[config.mk]
export PLATFORM = sky130hd
export DESIGN_NAME = pipe_ctrl
export DESIGN_NICKNAME = d
export VERILOG_FILES = /design/src/rtl/pipe_ctrl_pkg.sv /design/src/rtl/pipe_ctrl.sv
export SDC_FILE = /design/constraint.sdc
export NUM_CORES = 1
export LEC_CHECK = 0
export BUFFER_PORTS_ARGS = -buffer_cell sky130_fd_sc_hd__buf_2
export CAP_MARGIN = 5
export CORE_AREA = 2 2 78 80
export DETAILED_ROUTE_END_ITERATION = 16
export DIE_AREA = 0 0 80 82
export PLACE_DENSITY = 0.74
export SKIP_LAST_GASP = 1
export SYNTH_ARGS = -nofsm -noshare
export SYNTH_HDL_FRONTEND = slang
export SYNTH_SLANG_ARGS = --single-unit
[constraint.sdc]
create_clock -name clk -period 3.9 [get_ports clk]
set_input_delay 0.195 -clock clk [delete_from_list [all_inputs] [get_ports clk]]
set_output_delay 0.195 -clock clk [all_outputs]
set_load 0.05 [all_outputs]
[src/rtl/pipe_ctrl_pkg.sv]
// Shared types and constants for the pipeline control unit.
package pipe_ctrl_pkg;

  // Stage-hold mask bit positions and common masks
  localparam logic [2:0] HOLD_NONE = 3'b000;
  localparam logic [2:0] HOLD_PC   = 3'b001;
  localparam logic [2:0] HOLD_IF   = 3'b010;
  localparam logic [2:0] HOLD_ID   = 3'b100;
  localparam logic [2:0] HOLD_FLUSH = HOLD_IF | HOLD_ID;
  localparam logic [2:0] HOLD_ALL   = HOLD_PC | HOLD_IF | HOLD_ID;

  localparam logic JUMP_ENABLE  = 1'b1;
  localparam logic JUMP_DISABLE = 1'b0;

  typedef enum logic [1:0] {
    ST_IDLE    = 2'd0,
    ST_FLUSH   = 2'd1,
    ST_EX_WAIT = 2'd2
  } pc_state_e;

  // Counter preload for the extra flush cycles that follow a redirect cycle.
  // The redirect cycle itself is the first flushed cycle, so the FLUSH state
  // lasts n-1 cycles and the counter counts down to zero from n-2.
  function automatic logic [1:0] flush_load(input int unsigned n);
    logic [1:0] v;
    if (n > 32'd1) begin
      v = 2'(n - 32'd2);
    end else begin
      v = 2'd0;
    end
    return v;
  endfunction

endpackage

[src/rtl/pipe_ctrl.sv]
// Central pipeline control: stage holds, PC redirects and interrupt accept.
module pipe_ctrl
  import pipe_ctrl_pkg::*;
#(
  parameter int unsigned FLUSH_CYCLES = 1,
  parameter int unsigned ADDR_W       = 32
) (
  input  logic              clk,
  input  logic              rst,
  input  logic              ex_jump_req,
  input  logic [ADDR_W-1:0] ex_jump_addr,
  input  logic              ex_busy,
  input  logic [ADDR_W-1:0] ex_resume_addr,
  input  logic [ADDR_W-1:0] ex_pc,
  input  logic              irq_req,
  input  logic [ADDR_W-1:0] irq_addr,
  output logic [2:0]        hold_flag,
  output logic              jump_flag,
  output logic [ADDR_W-1:0] jump_addr,
  output logic              irq_ack,
  output logic [ADDR_W-1:0] irq_ret_pc,
  output logic              ex_kill
);

  // With a single flush cycle the redirect cycle covers it and no FLUSH state is needed.
  localparam bit         USE_FLUSH = (FLUSH_CYCLES > 32'd1);
  localparam logic [1:0] CNT_INIT  = flush_load(FLUSH_CYCLES);

  pc_state_e  state_q, state_d;
  logic [1:0] cnt_q, cnt_d;

  // Mealy output decode and next-state selection; reset forces quiet outputs at once.
  always_comb begin
    state_d    = state_q;
    cnt_d      = cnt_q;
    hold_flag  = HOLD_NONE;
    jump_flag  = JUMP_DISABLE;
    jump_addr  = {ADDR_W{1'b0}};
    irq_ack    = 1'b0;
    irq_ret_pc = {ADDR_W{1'b0}};
    ex_kill    = 1'b0;
    if (!rst) begin
      state_d = ST_IDLE;
      cnt_d   = 2'd0;
    end else begin
      case (state_q)
        ST_IDLE: begin
          if (ex_jump_req) begin
            jump_flag = JUMP_ENABLE;
            jump_addr = ex_jump_addr;
            hold_flag = HOLD_FLUSH;
            if (USE_FLUSH) begin
              state_d = ST_FLUSH;
              cnt_d   = CNT_INIT;
            end else begin
              state_d = ST_IDLE;
            end
          end else if (ex_busy) begin
            hold_flag = HOLD_ALL;
            state_d   = ST_EX_WAIT;
          end else if (irq_req) begin
            irq_ack    = 1'b1;
            irq_ret_pc = ex_pc;
            ex_kill    = 1'b1;
            jump_flag  = JUMP_ENABLE;
            jump_addr  = irq_addr;
            hold_flag  = HOLD_FLUSH;
            if (USE_FLUSH) begin
              state_d = ST_FLUSH;
              cnt_d   = CNT_INIT;
            end else begin
              state_d = ST_IDLE;
            end
          end else begin
            state_d = ST_IDLE;
          end
        end
        ST_FLUSH: begin
          // Requests wait here; ex only carries bubbles while fetch refills.
          hold_flag = HOLD_FLUSH;
          if (cnt_q == 2'd0) begin
            state_d = ST_IDLE;
          end else begin
            cnt_d = cnt_q - 2'd1;
          end
        end
        ST_EX_WAIT: begin
          if (ex_busy) begin
            hold_flag = HOLD_ALL;
          end else begin
            jump_flag = JUMP_ENABLE;
            jump_addr = ex_resume_addr;
            hold_flag = HOLD_FLUSH;
            if (USE_FLUSH) begin
              state_d = ST_FLUSH;
              cnt_d   = CNT_INIT;
            end else begin
              state_d = ST_IDLE;
            end
          end
        end
        default: begin
          state_d = ST_IDLE;
          cnt_d   = 2'd0;
        end
      endcase
    end
  end

  // FSM state and flush counter registers.
  always_ff @(posedge clk or negedge rst) begin
    if (!rst) begin
      state_q <= ST_IDLE;
      cnt_q   <= 2'd0;
    end else begin
      state_q <= state_d;
      cnt_q   <= cnt_d;
    end
  end

endmodule

# Word-level counts from Yosys, hierarchy flattened
# Cells that the tools add are included.
# totals
reg_bits,4
word_cells,49
out_inout_bits,70
input_bits,133
# op_classes
addsub,1
eq_ne,6
n_reduce_logical,5
n_mux,35
# ops
operator,n
$mux W32,10
$pmux W32 S2,1
$mux W2,7
$mux W3,4
$mux W1,9
$ne A3 B3 Y1 const B,3
$pmux W3 S3,1
$pmux W2 S3,1
$logic_not A2 Y1,2
$pmux W2 S2,1
$reduce_and A2 Y1,2
$eq A2 B1 Y1 const B,1
$eq A2 B2 Y1 const B,1
$ne A2 B2 Y1 const B,1
$pmux W1 S2,1
$reduce_or A2 Y1,1
$sub A2 B1 Y2 const B,1

# Logic depth before layout (Yosys ltp)
# logic_depth
depth_word,5
ltp_mapped,6
depth_no_buf,2

# Worst setup path before layout
# OpenSTA, ideal clock, no wires.
# synth_path
path_kind,register to output
start,register state_q[1]
end,output port jump_addr[11]
slack_ps,1584
arrival_ps,2121
stages_incl_launch_ff,5
t_required_ps,3705
path_cell_list,dfrtp_1 -> clkbuf_1 -> buf_2 -> buf_1 -> a221oi_1
# synth_via
elab_chain_len,3
word_cells_on_any_way,4
# synth_lines
element,line,source
"start, declared",pipe_ctrl.sv:29,"pc_state_e state_q, state_d;"
"start signal, assigned",pipe_ctrl.sv:116,state_q <= state_d;
$eq A2 B2 Y1 / $logic_not A2 Y1 (equally long branches),pipe_ctrl.sv:46,case (state_q)
$pmux W32 S2 *,pipe_ctrl.sv:46,
$mux W32 *,pipe_ctrl.sv:42,if (!rst) begin
"end, declared",pipe_ctrl.sv:19,"output logic [ADDR_W-1:0] jump_addr,"
# Every way passes the cells marked *; elsewhere a longest branch is shown, timed or not.

# Worst setup path after layout
# layout_path
start,input port irq_req
end,output port irq_ret_pc[31]
# layout_via
elab_chain_len,5
# layout_lines
element,line,source
"start, declared",pipe_ctrl.sv:15,"input logic irq_req,"
$mux W32,pipe_ctrl.sv:61,end else if (irq_req) begin
$mux W32,pipe_ctrl.sv:58,end else if (ex_busy) begin
$mux W32,pipe_ctrl.sv:48,if (ex_jump_req) begin
$mux W32,pipe_ctrl.sv:46,
$mux W32,pipe_ctrl.sv:42,
"end, declared",pipe_ctrl.sv:21,"output logic [ADDR_W-1:0] irq_ret_pc,"
# No other way between the ends.

==> results.toml <==
[run_status]
outcome = "finished, final reports clean"

[yosys]
yosys.area_share.simple = 0.414
synth.top_cell.area_share = 0.211
syn_inst = 238
synthMuxAreaShare = 0
synth_top_family_by_area = "simple AND/OR/NAND/NOR gates"
synth_xor_area_frac = 0
syn-cell-area_sq_mm = 0.00170
ys_warn_count = 0
syn_area_per_cell_sq_um = 7.16
synth_nets = 371
yosysTopAreaCell = "nand4bb_1"
seq_area_frac_synth = 0.0147
synth_seq_cells = 1
synth_adder_area_share = 0
synth.area.top_cells = "nand4bb_1, nor3_2, a221oi_1, inv_1, a21oi_1"
synth_compound_gate_area_share = 0.298
post_synth_num_cell_types = 21

[critical_path]
crit_type = "in -> out"
worstPathRequired_ns = 3.70
start_kind = "input port"
crit_family = "buffers and inverters"
max_stage_delay_ns = 0.70
rr_startpoint = "state_q[1]"
cp_data_arrival_time_ns = 2.20
cp_max_fo = 35
slowest_stage = "or3b_1"
path_cells = "buf_2 > or3b_1 > buf_4 > nor3_1 > buf_2"
cp_common_cell = "buf_2"
r2r-end = "state_q[1]"
crit_buf_inv = 3
r2r_cells = 3
worst_setup_path_end_kind = "output pin"
ff2ff_setup_slack_ns = 2.44

[pwr]
p_per_area_mw_per_mm2 = 132
vdd_ir_drop_max_uv = 65.8
p_total_uw = 345
cellLeakagePower_uw = 0.00150

[sta]
setup_viol = 0
slew_viol_final = 0
clock.fmax_mhz = 417
slew-limit-headroom = 0.376
skew_ns = 0
hold_violations = 0
setup_tns_ns = 0
rsz0062_at_grt = "no"
min_period_ns = 2.40
worst_pin_slew_ns = 0.936
finalCritPeriodShare = 0.615

[final_layout]
area_growth_pct = 53.2
largest_register_ffs = 1
regArea_sq_um = 26.3
top_register = "state_q"
antennaDiodeCount = 0
reg_top3 = "state_q (1)"
fillers = 590
fin_util = 0.454
drive_above_1_share = 0.593
fin_nets = 543
multi_input_area_sq_mm = 0.00122

[floorplanning]
die_h_um = 82
core-area_sq_mm = 0.00575
io_pins = 203
num_rows = 28
initial_core_util = 0.297
fp.dieW_um = 80
die_area_sq_mm = 0.00656

[flow_run]
drv_cap = 0

[global_routing]
grt_overflow_total = 0
grt_pass1_vias = 1987
grt_max_degree = 62
groute.usage.overall = 0.158
antenna_found_initial = 0
grt_pass1_wl_um = 8760

[route]
wl_per_cell_um = 12.6
wl_um = 6090
drc = 0
drtIter0Drc = 55
via_per_inst = 4.92
ant_nets = 0
vias = 2374
first_pass_iters = 4

[placed_design]
place.gp.congestion = 0.729
place_hpwl_um = 4700
io_buffers = 202

[clocking]
clk_pin_slew_ns = 0
ctsHoldBuffers = 0
clkLatencyLatePin_ns = 0
post_cts_buffers = 0
cts_resized = 0

[hold_path]
hold_class = "in -> async"
==> cell usage after synthesis (all sizes together) <==
cell / instances
inv: 64
a21oi: 32
a221oi: 32
nand4bb: 32
nor3: 32
buf: 23
clkbuf: 12
and3: 2
nand2b: 2
a21bo: 1
a21boi: 1
dfrtp: 1
nor2: 1
o21bai: 1
o41a: 1
or3b: 1
==> worst register-to-register path, cell delays in order (launching register included) <==
cell and delay [ns]:
dfrtp_2 0.53, buf_4 0.49, nand2b_1 0.21, and3_1 0.16
==> placed cells by master (no fill, tap or decap), types with 2 or more instances in the layout <==
cell type / synthesis / layout
a21oi_1: 32 / 32
buf_2: 6 / 202
a221oi_1: 28 / 28
nor3_1: 3 / 3
inv_1: 64 / 64
and3_1: 2 / 2
nor3_2: 29 / 29
buf_4: 7 / 3
nand4bb_1: 32 / 32
a221oi_2: 4 / 4
==> cells by family after synthesis <==
kind of cell,count (synthesis)
DFF,1
AOI/OAI and AO/OA,68
and+or+nand+nor,70
buffers and inverters,99
==> power breakdown <==
part           leakage, uW  switching [uW]  total, uW  internal (uW)
registers        0.0000119            2.41       13.5           11.1
logic              0.00149             219        331            113
clock network            0               0          0              0
==> worst max path at each step <==
stage                    start             end  depth (start not counted)
floorplan           state_q[1]   jump_addr[11]                          4
global placement       irq_req   irq_ret_pc[0]                          5
detailed placement     irq_req  irq_ret_pc[31]                          5
CTS                    irq_req  irq_ret_pc[31]                          5
global route           irq_req   irq_ret_pc[1]                          5
finish                 irq_req  irq_ret_pc[31]                          5
==> through the flow <==
step | hold WS, ns | setup WS (ns) | std cells | instance area [sq um]
after floorplan | -0.101 | 1.58 | 238 | 1700
after global placement | 0.00935 | 1.56 | 483 | 2610
after detailed placement | 0.0133 | 1.49 | 483 | 2610
after CTS | 0.0133 | 1.48 | 483 | 2610
after global routing | 0.0212 | 1.34 | 483 | 2610
final | 0.0109 | 1.50 | 483 | 2610
==> metal layers <==
layer  track usage  part of all wire  vias to the layer above
met1         0.174              0.38                     1066
met3        0.0154             0.080                        4
met5             0                 0                        -
met4        0.0153            0.0067                        0
met2         0.332              0.53                      112
li1              -                 -                     1192
==> cell type report <==
class / count / share of cell area
multi-input combinational: 138 / 0.466
timing repair buffer: 205 / 0.396
inverter: 64 / 0.0920
tap: 75 / 0.0360
sequential: 1 / 0.0101
(Power assumes the default switching activity.)
